[src/rtl/cpu_ctrl_pkg.sv]
// Shared encodings for the multicycle CPU control FSM and its opcode decoder.
package cpu_ctrl_pkg;

  typedef enum logic [3:0] {
    ST_RST, ST_FETCH, ST_DECODE, ST_EX_R, ST_EX_ADDI, ST_MEM_ADDR,
    ST_LW_WB, ST_SW_WR, ST_BR_CMP, ST_BR_TGT, ST_JUMP, ST_EXC
  } state_e;

  typedef enum logic [2:0] {
    CLS_R, CLS_ADDI, CLS_LW, CLS_SW, CLS_BEQ, CLS_BNE, CLS_J, CLS_ILL
  } instr_class_e;

  localparam logic [5:0] OP_RTYPE = 6'h00;
  localparam logic [5:0] OP_ADDI  = 6'h08;
  localparam logic [5:0] OP_LW    = 6'h23;
  localparam logic [5:0] OP_SW    = 6'h2B;
  localparam logic [5:0] OP_BEQ   = 6'h04;
  localparam logic [5:0] OP_BNE   = 6'h05;
  localparam logic [5:0] OP_J     = 6'h02;

  localparam logic [5:0] FN_ADD = 6'h20;
  localparam logic [5:0] FN_SUB = 6'h22;
  localparam logic [5:0] FN_AND = 6'h24;

  localparam logic [2:0] ULA_PASS = 3'b000;
  localparam logic [2:0] ULA_ADD  = 3'b001;
  localparam logic [2:0] ULA_SUB  = 3'b010;
  localparam logic [2:0] ULA_AND  = 3'b011;
  localparam logic [2:0] ULA_CMP  = 3'b111;

  localparam logic [1:0] ULAB_B       = 2'b00;
  localparam logic [1:0] ULAB_4       = 2'b01;
  localparam logic [1:0] ULAB_SEXT    = 2'b10;
  localparam logic [1:0] ULAB_SEXT_SH = 2'b11;

  localparam logic [1:0] PCSRC_ULA  = 2'b00;
  localparam logic [1:0] PCSRC_JUMP = 2'b10;
  localparam logic [1:0] PCSRC_EXC  = 2'b11;

  localparam logic [1:0] CAUSE_NONE    = 2'b00;
  localparam logic [1:0] CAUSE_ILLEGAL = 2'b01;
  localparam logic [1:0] CAUSE_OVF     = 2'b10;

endpackage

[src/rtl/multicycle_ctrl_if.sv]
// Control/flag bundle between the multicycle datapath (master) and its controller (slave).
interface multicycle_ctrl_if;
  logic       Of, Ng, Zr, Eq, Gt, Lt;
  logic [5:0] OPCODE, FUNCT;
  logic       PCWrite, MemWrite, IRWrite, RegWrite, ABWrite;
  logic       IorD, MemToReg, RegDst_sig, M_ULAA;
  logic [1:0] M_ULAB;
  logic [2:0] ULA_c;
  logic [1:0] PCSrc;
  logic       exc;
  logic [1:0] exc_cause;

  modport master (
    output Of, Ng, Zr, Eq, Gt, Lt, OPCODE, FUNCT,
    input  PCWrite, MemWrite, IRWrite, RegWrite, ABWrite, IorD, MemToReg,
           RegDst_sig, M_ULAA, M_ULAB, ULA_c, PCSrc, exc, exc_cause
  );

  modport slave (
    input  Of, Ng, Zr, Eq, Gt, Lt, OPCODE, FUNCT,
    output PCWrite, MemWrite, IRWrite, RegWrite, ABWrite, IorD, MemToReg,
           RegDst_sig, M_ULAA, M_ULAB, ULA_c, PCSrc, exc, exc_cause
  );
endinterface

[src/rtl/ctrl_decode.sv]
// Combinational OPCODE/FUNCT classifier; also yields the ULA_c used by R-type execute.
module ctrl_decode
  import cpu_ctrl_pkg::*;
(
  input  logic [5:0]   opcode,
  input  logic [5:0]   funct,
  output instr_class_e cls,
  output logic [2:0]   r_ulac,
  output logic         illegal
);

  always_comb begin
    cls    = CLS_ILL;
    r_ulac = ULA_ADD;
    case (opcode)
      OP_RTYPE: begin
        case (funct)
          FN_ADD: begin cls = CLS_R; r_ulac = ULA_ADD; end
          FN_SUB: begin cls = CLS_R; r_ulac = ULA_SUB; end
          FN_AND: begin cls = CLS_R; r_ulac = ULA_AND; end
          default: cls = CLS_ILL;
        endcase
      end
      OP_ADDI: cls = CLS_ADDI;
      OP_LW:   cls = CLS_LW;
      OP_SW:   cls = CLS_SW;
      OP_BEQ:  cls = CLS_BEQ;
      OP_BNE:  cls = CLS_BNE;
      OP_J:    cls = CLS_J;
      default: cls = CLS_ILL;
    endcase
    illegal = (cls == CLS_ILL);
  end

endmodule

[src/rtl/multicycle_ctrl.sv]
// Main control FSM of the multicycle CPU: one micro-step per cycle, Moore-decoded outputs.
// Optional CTRL_OVF_TRAP_EN: overflow on add/sub/addi suppresses RegWrite and traps (cause 10).
module multicycle_ctrl
  import cpu_ctrl_pkg::*;
#(
  parameter int unsigned MEM_WAIT       = 1,
  parameter logic [1:0]  EXC_VECTOR_SEL = PCSRC_EXC
) (
  input logic              clk,
  input logic              reset,
  multicycle_ctrl_if.slave bus
);
  // state     | meaning
  // RST       | idle after reset       FETCH    | read IR, PC <= PC+4
  // DECODE    | latch A/B, dispatch    EX_R     | R-type ALU + writeback
  // EX_ADDI   | addi + writeback       MEM_ADDR | address, lw read wait
  // LW_WB     | load writeback         SW_WR    | store strobe
  // BR_CMP    | compare A/B            BR_TGT   | PC <= PC+4+(off<<2)
  // JUMP      | PC <= jump target      EXC      | PC <= exception vector

  // The lw read starts once ULA_out holds the address, then needs W+1 cycles like fetch.
  localparam logic [3:0] FETCH_TC = 4'(MEM_WAIT);
  localparam logic [3:0] LW_TC    = 4'(MEM_WAIT + 1);

  state_e       state_q, state_d;
  logic [3:0]   cnt_q, cnt_d;
  logic [1:0]   exc_cause_q, exc_cause_d;
  instr_class_e cls;
  logic [2:0]   r_ulac;
  logic         illegal;
  logic         ovf_trap;
  logic         unused_flags;

  ctrl_decode u_decode (
    .opcode  (bus.OPCODE),
    .funct   (bus.FUNCT),
    .cls     (cls),
    .r_ulac  (r_ulac),
    .illegal (illegal)
  );

`ifdef CTRL_OVF_TRAP_EN
  assign ovf_trap = bus.Of && ((state_q == ST_EX_R && r_ulac != ULA_AND) ||
                               state_q == ST_EX_ADDI);
  assign unused_flags = ^{bus.Ng, bus.Zr, bus.Gt, bus.Lt};
`else
  assign ovf_trap = 1'b0;
  assign unused_flags = ^{bus.Ng, bus.Zr, bus.Gt, bus.Lt, bus.Of};
`endif

  always_ff @(posedge clk or negedge reset) begin
    if (!reset) begin
      state_q     <= ST_RST;
      cnt_q       <= '0;
      exc_cause_q <= CAUSE_NONE;
    end else begin
      state_q     <= state_d;
      cnt_q       <= cnt_d;
      exc_cause_q <= exc_cause_d;
    end
  end

  always_comb begin
    state_d     = state_q;
    cnt_d       = '0;
    exc_cause_d = exc_cause_q;
    case (state_q)
      ST_RST: state_d = ST_FETCH;
      ST_FETCH: begin
        if (cnt_q == FETCH_TC) state_d = ST_DECODE;
        else                   cnt_d   = cnt_q + 4'd1;
      end
      ST_DECODE: begin
        if (illegal) begin
          state_d     = ST_EXC;
          exc_cause_d = CAUSE_ILLEGAL;
        end else begin
          case (cls)
            CLS_R:            state_d = ST_EX_R;
            CLS_ADDI:         state_d = ST_EX_ADDI;
            CLS_LW, CLS_SW:   state_d = ST_MEM_ADDR;
            CLS_BEQ, CLS_BNE: state_d = ST_BR_CMP;
            CLS_J:            state_d = ST_JUMP;
            default: begin
              state_d     = ST_EXC;
              exc_cause_d = CAUSE_ILLEGAL;
            end
          endcase
        end
      end
      ST_EX_R, ST_EX_ADDI: begin
        if (ovf_trap) begin
          state_d     = ST_EXC;
          exc_cause_d = CAUSE_OVF;
        end else begin
          state_d = ST_FETCH;
        end
      end
      ST_MEM_ADDR: begin
        if (cls == CLS_SW)      state_d = ST_SW_WR;
        else if (cnt_q == LW_TC) state_d = ST_LW_WB;
        else                    cnt_d   = cnt_q + 4'd1;
      end
      ST_BR_CMP: begin
        if ((cls == CLS_BEQ && bus.Eq) || (cls == CLS_BNE && !bus.Eq)) state_d = ST_BR_TGT;
        else                                                            state_d = ST_FETCH;
      end
      ST_LW_WB, ST_SW_WR, ST_BR_TGT, ST_JUMP, ST_EXC: state_d = ST_FETCH;
      default: state_d = ST_RST;
    endcase
  end

  always_comb begin
    bus.PCWrite    = 1'b0;
    bus.MemWrite   = 1'b0;
    bus.IRWrite    = 1'b0;
    bus.RegWrite   = 1'b0;
    bus.ABWrite    = 1'b0;
    bus.IorD       = 1'b0;
    bus.MemToReg   = 1'b0;
    bus.RegDst_sig = 1'b0;
    bus.M_ULAA     = 1'b0;
    bus.M_ULAB     = ULAB_B;
    bus.ULA_c      = ULA_PASS;
    bus.PCSrc      = PCSRC_ULA;
    bus.exc        = 1'b0;
    case (state_q)
      ST_FETCH: begin
        bus.M_ULAB = ULAB_4;
        bus.ULA_c  = ULA_ADD;
        if (cnt_q == FETCH_TC) begin
          bus.IRWrite = 1'b1;
          bus.PCWrite = 1'b1;
        end
      end
      ST_DECODE: bus.ABWrite = 1'b1;
      ST_EX_R: begin
        bus.M_ULAA     = 1'b1;
        bus.ULA_c      = r_ulac;
        bus.RegDst_sig = 1'b1;
        bus.RegWrite   = !ovf_trap;
      end
      ST_EX_ADDI: begin
        bus.M_ULAA   = 1'b1;
        bus.M_ULAB   = ULAB_SEXT;
        bus.ULA_c    = ULA_ADD;
        bus.RegWrite = !ovf_trap;
      end
      ST_MEM_ADDR, ST_SW_WR: begin
        bus.M_ULAA   = 1'b1;
        bus.M_ULAB   = ULAB_SEXT;
        bus.ULA_c    = ULA_ADD;
        bus.IorD     = 1'b1;
        bus.MemWrite = (state_q == ST_SW_WR);
      end
      ST_LW_WB: begin
        bus.MemToReg = 1'b1;
        bus.RegWrite = 1'b1;
      end
      ST_BR_CMP: begin
        bus.M_ULAA = 1'b1;
        bus.ULA_c  = ULA_CMP;
      end
      ST_BR_TGT: begin
        bus.M_ULAB  = ULAB_SEXT_SH;
        bus.ULA_c   = ULA_ADD;
        bus.PCWrite = 1'b1;
      end
      ST_JUMP: begin
        bus.PCSrc   = PCSRC_JUMP;
        bus.PCWrite = 1'b1;
      end
      ST_EXC: begin
        bus.PCSrc   = EXC_VECTOR_SEL;
        bus.PCWrite = 1'b1;
        bus.exc     = 1'b1;
      end
      default: ;
    endcase
  end

  assign bus.exc_cause = exc_cause_q;

endmodule

[src/flat_wrapper.sv]
// flat-port wrapper written by rule: the top's interface ports become plain ports
module multicycle_ctrl_flat import cpu_ctrl_pkg::*;
#(
  parameter int unsigned MEM_WAIT       = 1,
  parameter logic [1:0]  EXC_VECTOR_SEL = PCSRC_EXC
)
  (clk, reset, bus_Of, bus_Ng, bus_Zr, bus_Eq, bus_Gt, bus_Lt, bus_OPCODE, bus_FUNCT, bus_PCWrite, bus_MemWrite, bus_IRWrite, bus_RegWrite, bus_ABWrite, bus_IorD, bus_MemToReg, bus_RegDst_sig, bus_M_ULAA, bus_M_ULAB, bus_ULA_c, bus_PCSrc, bus_exc, bus_exc_cause);
  multicycle_ctrl_if bus_i ();
  input logic clk;
  input logic reset;
  input wire logic [$bits(bus_i.Of)-1:0] bus_Of;
  input wire logic [$bits(bus_i.Ng)-1:0] bus_Ng;
  input wire logic [$bits(bus_i.Zr)-1:0] bus_Zr;
  input wire logic [$bits(bus_i.Eq)-1:0] bus_Eq;
  input wire logic [$bits(bus_i.Gt)-1:0] bus_Gt;
  input wire logic [$bits(bus_i.Lt)-1:0] bus_Lt;
  input wire logic [$bits(bus_i.OPCODE)-1:0] bus_OPCODE;
  input wire logic [$bits(bus_i.FUNCT)-1:0] bus_FUNCT;
  output wire logic [$bits(bus_i.PCWrite)-1:0] bus_PCWrite;
  output wire logic [$bits(bus_i.MemWrite)-1:0] bus_MemWrite;
  output wire logic [$bits(bus_i.IRWrite)-1:0] bus_IRWrite;
  output wire logic [$bits(bus_i.RegWrite)-1:0] bus_RegWrite;
  output wire logic [$bits(bus_i.ABWrite)-1:0] bus_ABWrite;
  output wire logic [$bits(bus_i.IorD)-1:0] bus_IorD;
  output wire logic [$bits(bus_i.MemToReg)-1:0] bus_MemToReg;
  output wire logic [$bits(bus_i.RegDst_sig)-1:0] bus_RegDst_sig;
  output wire logic [$bits(bus_i.M_ULAA)-1:0] bus_M_ULAA;
  output wire logic [$bits(bus_i.M_ULAB)-1:0] bus_M_ULAB;
  output wire logic [$bits(bus_i.ULA_c)-1:0] bus_ULA_c;
  output wire logic [$bits(bus_i.PCSrc)-1:0] bus_PCSrc;
  output wire logic [$bits(bus_i.exc)-1:0] bus_exc;
  output wire logic [$bits(bus_i.exc_cause)-1:0] bus_exc_cause;
  assign bus_i.Of = bus_Of;
  assign bus_i.Ng = bus_Ng;
  assign bus_i.Zr = bus_Zr;
  assign bus_i.Eq = bus_Eq;
  assign bus_i.Gt = bus_Gt;
  assign bus_i.Lt = bus_Lt;
  assign bus_i.OPCODE = bus_OPCODE;
  assign bus_i.FUNCT = bus_FUNCT;
  assign bus_PCWrite = bus_i.PCWrite;
  assign bus_MemWrite = bus_i.MemWrite;
  assign bus_IRWrite = bus_i.IRWrite;
  assign bus_RegWrite = bus_i.RegWrite;
  assign bus_ABWrite = bus_i.ABWrite;
  assign bus_IorD = bus_i.IorD;
  assign bus_MemToReg = bus_i.MemToReg;
  assign bus_RegDst_sig = bus_i.RegDst_sig;
  assign bus_M_ULAA = bus_i.M_ULAA;
  assign bus_M_ULAB = bus_i.M_ULAB;
  assign bus_ULA_c = bus_i.ULA_c;
  assign bus_PCSrc = bus_i.PCSrc;
  assign bus_exc = bus_i.exc;
  assign bus_exc_cause = bus_i.exc_cause;
  multicycle_ctrl #(.MEM_WAIT(MEM_WAIT), .EXC_VECTOR_SEL(EXC_VECTOR_SEL)) u_core (.clk(clk), .reset(reset), .bus(bus_i));
endmodule
[config.mk]
export PLATFORM = sky130hd
export DESIGN_NAME = multicycle_ctrl_flat
export DESIGN_NICKNAME = d
export VERILOG_FILES = /design/src/rtl/cpu_ctrl_pkg.sv /design/src/rtl/multicycle_ctrl_if.sv /design/src/rtl/ctrl_decode.sv /design/src/rtl/multicycle_ctrl.sv /design/src/flat_wrapper.sv
export SDC_FILE = /design/constraint.sdc
export NUM_CORES = 1
export LEC_CHECK = 0
export CORE_MARGIN = 10
export CORE_UTILIZATION = 42
export DETAILED_ROUTE_END_ITERATION = 16
export PLACE_DENSITY = 0.8
export SLEW_MARGIN = 30
export SYNTH_ARGS = -nofsm -noshare
export SYNTH_HDL_FRONTEND = slang
export SYNTH_SLANG_ARGS = --single-unit
export TNS_END_PERCENT = 100
[constraint.sdc]
create_clock -name clk -period 2.4 [get_ports clk]
set_input_delay 0.24 -clock clk [delete_from_list [all_inputs] [get_ports clk]]
set_output_delay 0.24 -clock clk [all_outputs]
set_load 0.01 [all_outputs]
Yosys cells after proc, flatten, opt, wreduce, memory -nomap -nowiden
Index checks and enable logic that the tools add are counted.
Widths: inputs -> output; s select.

storage, ports and cells
  logic and storage cells = 87
  output and inout bits = 19
  register bits = 10

cells by class
  equality and inequality tests = 32
  reduce and logical (&&, ||, !) cells = 20
  mux-type cells = 31
  add/sub/neg operators = 1

operators with widths
  operator            count
  $pmux 4 s5          2
  $mux 4              8
  $eq 6x6->1 const B  5
  $pmux 3 s7          1
  $eq 4x3->1 const B  4
  $eq 4x4->1 const B  4
  $eq 3x3->1 const B  4
  $eq 4x2->1 const B  3
  $eq 6x3->1 const B  2
  $reduce_or 3->1     4
  $mux 1              10
  $reduce_or 5->1     2
  $pmux 3 s3          1
  $eq 4x1->1 const B  2
  $pmux 2 s2          2
  $pmux 4 s2          1
  $reduce_or 8->1     1
  $reduce_or 7->1     1
  $eq 3x2->1 const B  2
  $eq 6x2->1 const B  1
  $eq 6x4->1 const B  1
  $logic_not 6->1     1
  $mux 2              3
  $pmux 2 s3          1
  other kinds (13)    18

Longest topological paths before layout
Gate-level depths: netlist (run 1).

  depth in word-level cells = 9
  mapped depth = 6

Hierarchy
Synthesis (run 1) repeated with hierarchy kept, for this count alone.

second synthesis, totals
  cells, all modules = 130
  area total of the unflattened synthesis = 927.1 um2

by module, submodules not included
  module           cells an instance  area an instance (um2)  times used
  multicycle_ctrl  100                714.4                   1
  ctrl_decode      30                 212.7                   1

Least setup slack after synthesis (run 1)
OpenSTA, ideal clock, no wires.

  kind = input to output
  start = input bus_OPCODE[3]
  end = output bus_ULA_c[0]
  setup slack = 0.474 ns
  arrival = 1.686 ns
  stages on the path = 5
  buffers on the path = 0
  path through = or4_4 or4b_4 nor4b_2 o21ai_1 o211a_1

between the ends
  longest elaborated chain between the ends = 3

ends and longest elaborated chain
  item             line                    text
  from (decl)      flat_wrapper.sv:17      input wire logic [$bits(bus_i.OPCODE)-1:0] bus_OPCODE;
  $logic_not 6->1  ctrl_decode.sv:15       case (opcode)
  $mux 2           ctrl_decode.sv:15
  $pmux 3 s3       multicycle_ctrl.sv:127  case (state_q)
  to (decl)        flat_wrapper.sv:29      output wire logic [$bits(bus_i.ULA_c)-1:0] bus_ULA_c;

No other way between the ends.

Worst setup path in the final report (run 1)
Ends and elaborated chain as after synthesis.

==> metrics.md, run 1 <==
| Metric | Value |
|---|---|
| Outcome | `complete, no violations` |
| Clk buf depth | `2` |
| FP Rows | `16` |
| Reg2Reg Capture Point | `u_core.state_q[0]$_DFFE_PN0P_` |
| Die X-Extent | `66.15 µm` |
| Count leader, synth | `nor2_1` |
| CTS tree | `done` |
| CP max stage cell | `or4_4` |
| Worst-path maximum fanout | `2` |
| Pwr per Cell Area | `679.0 nW/µm²` |
| Core ar. | `2002 µm²` |
| Peak supply drop | `593.7 µV` |
| RR Startpoint | `u_core.cnt_q[2]$_DFF_PN0_` |
| CP arrival | `2090 ps` |
| Vias | `998` |
| CP required | `2160 ps` |
| Nets | `175` |
| Area growth syn-to-layout | `45.59%` |
| CP Cell Sequence | `dlymetal6s2s_1 > or4_4 > or4b_4 > nor4b_2 > o21ai_1 > o211a_1 > buf_6` |
| Largest net degree at the start of global routing | `14` |
| Setup TNS Final | `0 ps` |
| Initial antenna violation count | `0` |
| Final setup vio count | `0` |
| Fin crit period | `2334 ps` |
| CTS Buf Count | `3` |
| Hold_ws | `260.8 ps` |
| Global route overflow | `0` |
| Synth cell types | `38` |
| Pre-Repair DR Iteration Count | `4` |
| Initial DRC count | `51` |
| Vias per Instance | `5.514` |
| Hold buffer count at CTS | `0` |
| Worst Slack Setup Final | `65.95 ps` |
| Pre-CTS setup slack | `-482.1 ps` |
| Synth area leader | `dfrtp_1` |
| Number of diodes | `0` |
| CP endpoint kind | `output port` |
| Syn Nets | `134` |
| Final worst-path cycle share | `97.25%` |
| Flop and latch count out of synthesis | `9` |
| Clock sinks | `9` |
| Primary FF master, synth | `dfrtp_1` |
| Synth warn | `0` |
| Average routed wire per standard cell | `13.94 µm` |
| Routed wire length | `2524 µm` |
| Antenna Nets Post-Route | `0` |
| Clock-pin transition on the worst setup and hold timing paths | `60 ps` |
| Post-synth top area share | `25.17%` |
| Gr usage total | `11.57%` |
| Post-DP HPWL | `2013 µm` |
| Clock latency on the worst-skew pair | `260 ps` |
| Element type at the critical path start | `primary input` |
| Fin. Hold Viols | `0` |
| Number of synthesized flops with an enable pin | `0` |
| Share of flip-flops with an asynchronous set or reset | `100.0%` |
| Leakage power | `0.0005595 µW` |
| Syn avg cell area | `7.847 µm²` |
| Clock Skews | `12.52 ps` |
| Root Driver | `clkbuf_4` |
| Residual DRC count | `0` |
| Die area | `4376 µm²` |
| CTS H-tree depth | `1` |
| Post-synthesis sequential area ratio | `25.17%` |
| Slew Viols, Final | `0` |
| PortBufs | `32` |
| Post-Syn Area | `894.6 µm²` |
| Number of max-cap violations | `0` |
| Synth cell count leaders | `16 x nor2_1, 10 x nand2_1, 9 x dfrtp_1` |
| Share of layout cells above drive strength 1 | `17.53%` |
| Top cells by area, synth | `dfrtp_1 25%, nor2_1 6.7%, nor4b_2 5.0%` |
| Max stage delay on crit path | `540 ps` |
| Tightest Hold Check Type | `primary input to async pin` |
| Reg2reg path depth | `3` |
| WS Path Type | `primary input to output port` |
| Starting Density | `44.69%` |
| Num ports | `39` |
| Die height | `66.15 µm` |
| Vias in the first global route | `966` |
| GP Congestion | `0.8840` |
| F_max | `428.4 MHz` |
| Postcts setup bufs | `0` |
| Syn Inst Count | `114` |
| R2R setup slack | `690 ps` |
| First-pass GRT wire length | `4202 µm` |
-- logic make-up (layout without fill, tap and decap cells) --
group / Yosys count / after routing / synth area share (%)
AND/OR/NAND/NOR: 60 / 60 / 38.46
AO/OA/AOI/OAI: 29 / 29 / 22.52
buffers and inverters: 10 / 50 / 8.532
flip-flops: 9 / 9 / 25.18
XOR/XNOR: 5 / 5 / 4.896
other: 1 / 1 / 0.4192
-- layer usage --
metal  share of wire (%)  track usage, %  vias up
met1                  42           12.28      473
met3                 8.0           5.085        0
met2                  50           21.17       31
met4                   0           1.047        0
met5                   0               0        -
li1                    -               -      494
-- worst max-delay path, delay by kind of cell --
| family | cells | cell delay [ps] |
|---|---|---|
| buf+inv | 2 | 260 |
| compound gates | 2 | 250 |
| simple gates | 3 | 1320 |
-- sequential cells by signal, indices dropped and copies added, names as in the netlist --
name and count:
u_core.bus.exc_cause 1, u_core.cnt_q 4, u_core.state_q 4
-- per-stage QoR --
stage,instance area (µm²),instances,utilization (%),power [µW]
after floorplan,894.6,114,-,560.4
final,1303,181,65.06,884.4
after CTS,1290,181,64.44,891.1
after detailed placement,1266,177,63.25,784.3
after global routing,1303,181,65.06,975.0
after global placement,1266,177,63.25,770.4
-- cells in the final DEF, fill, tap and decap left out, drive strengths merged, types with 2 or more instances in the layout --
master,Yosys,final
dlygate4sd2,0,3
a21o,2,2
buf,5,12
nor2b,3,3
o21bai,2,2
or3,4,4
o21ai,7,7
nand2,10,10
clkbuf,2,4
nand3,4,4
a2111oi,3,3
xor2,3,3
nand2b,5,5
nor4b,3,3
or4b,2,2
inv,3,3
dlymetal6s2s,0,5
dfrtp,9,9
nor3,5,5
a21oi,7,7
clkdlybuf4s50,0,23
xnor2,2,2
o22ai,2,2
nor4,3,3
nor2,16,16
-- where the power goes --
part | leakage, µW | switching (µW) | internal, µW
clock network | 0.0000150 | 51.5 | 63.9
logic | 0.000431 | 246 | 266
registers | 0.000114 | 68.8 | 187
-- timing repair --
item | CTS | global route
gates resized for setup | 6 | 7
pin swaps | 0 | 5
endpoints found under the setup margin | 4 | 2
-- final cells by class --
| class | count | area, µm² |
|---|---|---|
| Tap cell | 27 | 33.78 |
| Fill cell | 181 | 699.4 |
| Multi-Input combinational cell | 95 | 593.1 |
| Inverter | 3 | 11.26 |
| Timing Repair Buffer | 43 | 412.9 |
| Clock buffer | 4 | 26.28 |
| Sequential cell | 9 | 225.2 |
-- worst max path at each step --
stage	from	cells past startpoint	endpoint	slack, ps
global placement	bus_OPCODE[3]	7	bus_ULA_c[0]	-440
floorplan	bus_OPCODE[3]	5	bus_ULA_c[0]	470
CTS	bus_OPCODE[3]	7	bus_ULA_c[0]	-220
detailed placement	bus_OPCODE[3]	7	bus_ULA_c[0]	-480
global route	bus_OPCODE[3]	7	bus_ULA_c[0]	-8
finish	bus_OPCODE[3]	7	bus_ULA_c[0]	70
No activity file was read; power rests on OpenSTA's default activity.
==> inputs of run 2 (changes only) <==
--- a/config.mk
+++ b/config.mk
@@ -6,9 +6,9 @@
 export NUM_CORES = 1
 export LEC_CHECK = 0
 export CORE_MARGIN = 10
-export CORE_UTILIZATION = 42
+export CORE_UTILIZATION = 45
 export DETAILED_ROUTE_END_ITERATION = 16
-export PLACE_DENSITY = 0.8
+export PLACE_DENSITY = 0.93
 export SLEW_MARGIN = 30
 export SYNTH_ARGS = -nofsm -noshare
 export SYNTH_HDL_FRONTEND = slang
==> constraint.sdc (replaced) <==
create_clock -name clk -period 2.9 [get_ports clk]
set_input_delay 0.29 -clock clk [delete_from_list [all_inputs] [get_ports clk]]
set_output_delay 0.29 -clock clk [all_outputs]
set_load 0.01 [all_outputs]
==> run 2 against run 1 <==
Sequential share of layout area rose by 0.34 points. Largest cell class unchanged. Register-to-register slack better by 450 ps. Power is 16% lower. Design area decreased by 1.9%. Global-route usage rose by 1.1 points. Via count up 2.4%.
==> metrics.md, run 2 (synthesized netlist as in run 1, its figures left out) <==
| Metric | Value |
|---|---|
| Outcome | `complete, no violations` |
| CTS H-tree depth | `1` |
| CP required | `2610 ps` |
| Pre-Repair DR Iteration Count | `4` |
| PostCTS Resize Cnt | `1` |
| Number of diodes | `0` |
| Clock-pin transition on the worst setup and hold timing paths | `60 ps` |
| First-pass GRT wire length | `4333 µm` |
| Element type at the critical path start | `primary input` |
| Die area | `4171 µm²` |
| Root Driver | `clkbuf_4` |
| Most frequent cells in the layout | `31 x clkdlybuf4s50_1, 16 x nor2_1, 10 x nand2_1` |
| Clock latency on the worst-skew pair | `260 ps` |
| Fin. Hold Viols | `0` |
| Antenna Nets Post-Route | `0` |
| Gr usage total | `12.62%` |
| Leakage power | `0.0004923 µW` |
| Initial antenna violation count | `0` |
| Vias | `1,022` |
| FP Rows | `16` |
| Starting Density | `46.55%` |
| GP Congestion | `0.8484` |
| Post-DP HPWL | `2182 µm` |
| Initial DRC count | `60` |
| F_max | `361.2 MHz` |
| Routed wire length | `2684 µm` |
| Clk buf depth | `2` |
| Largest net degree at the start of global routing | `16` |
| Setup TNS Final | `0 ps` |
| Fin util | `66.47%` |
| Global route overflow | `0` |
| Critical Path Start | `bus_OPCODE[3]` |
| Number of max-cap violations | `0` |
| Fin crit period | `2769 ps` |
| Pwr per Cell Area | `584.3 nW/µm²` |
| Tightest Hold Check Type | `primary input to async pin` |
| Peak supply drop | `381.7 µV` |
| RSZ-0062 raised after global routing | `no` |
| Postcts setup bufs | `0` |
| Final worst-path cycle share | `95.47%` |
| Hold buffer count at CTS | `0` |
| Worst-path maximum fanout | `2` |
| Reg2reg path depth | `3` |
| CP endpoint kind | `output port` |
| Residual DRC count | `0` |
| Total power | `746.4 µW` |
| Die X-Extent | `64.59 µm` |
| CTS tree | `done` |
| Average routed wire per standard cell | `14.99 µm` |
| CP arrival | `2480 ps` |
| RR Startpoint | `u_core.cnt_q[2]$_DFF_PN0_` |
| PortBufs | `32` |
| Clock Skews | `3.747 ps` |
| Area growth syn-to-layout | `42.80%` |
| Final setup vio count | `0` |
| Vias per Instance | `5.709` |
| Vias in the first global route | `971` |
| Commonest non-fill, non-tap cell in the layout | `clkdlybuf4s50_1` |
| Core ar. | `1922 µm²` |
| Final Non-Filler Cells | `179` |
| WS Path Type | `primary input to output port` |
| Num ports | `39` |
| Share of layout cells above drive strength 1 | `16.45%` |
| Clock sinks | `9` |
| Die height | `64.59 µm` |
| # placed instances | `175` |
| Slew Viols, Final | `0` |
| Nets | `173` |
| R2R setup slack | `1140 ps` |
| CTS Buf Count | `3` |
run 2: cell count changes in the layout (fill, tap and decap cells not counted), sizes merged:
cell	previous run	this run
clkinv	0	1
dlymetal6s2s	5	0
clkdlybuf4s50	23	31
dlygate4sd2	3	1
buf	12	9
clkbuf	4	3
run 2: cell type report:
cell class / instances / area (µm²)
fillers: 167 / 644.4
multi-input cells: 95 / 593.1
repair buffers: 41 / 386.6
flip-flops and latches: 9 / 225.2
well taps: 27 / 33.78
clock buffers: 3 / 22.52
inverters: 3 / 11.26
clock inverters: 1 / 5.005
run 2: worst max-delay path, stage by stage:
cell and delay, ps:
clkdlybuf4s50_1 420, or4_4 540, or4b_4 510, nor4b_2 220
o21ai_1 80, o211a_1 120, dlygate4sd2_1 290
run 2: path summary, 6_finish.rpt:
path                                                       end
setup / recovery                                  bus_ULA_c[0]
hold / removal                       u_core.cnt_q[0]$_DFF_PN0_
setup reg to reg                 u_core.state_q[0]$_DFFE_PN0P_
hold reg to reg            u_core.bus.exc_cause[0]$_DFFE_PN0P_
max in group asynchronous            u_core.cnt_q[3]$_DFF_PN0_
min in group clk           u_core.bus.exc_cause[0]$_DFFE_PN0P_
run 2: metal layers:
layer | global-route usage, % | share of wire (%)
met1 | 12.06 | 37
met5 | 0 | 0
met3 | 4.467 | 8.3
met4 | 6.417 | 2.3
met2 | 23.28 | 52
run 2: report_power, final:
part / switching [µW] / internal, µW
clock: 46.3 / 51.0
combinational: 213 / 223
sequential: 58.5 / 155
run 2: through the flow:
stage | setup slack (ps) | cell area, µm² | hold slack, ps
after detailed placement | -89.34 | 1251 | 449.1
after floorplan | 874.4 | 894.6 | -5.591
after global placement | -46.42 | 1251 | 457.1
final | 131.3 | 1277 | 313.1
after global routing | 66.54 | 1277 | 335.5
after CTS | 113.3 | 1277 | 322.1
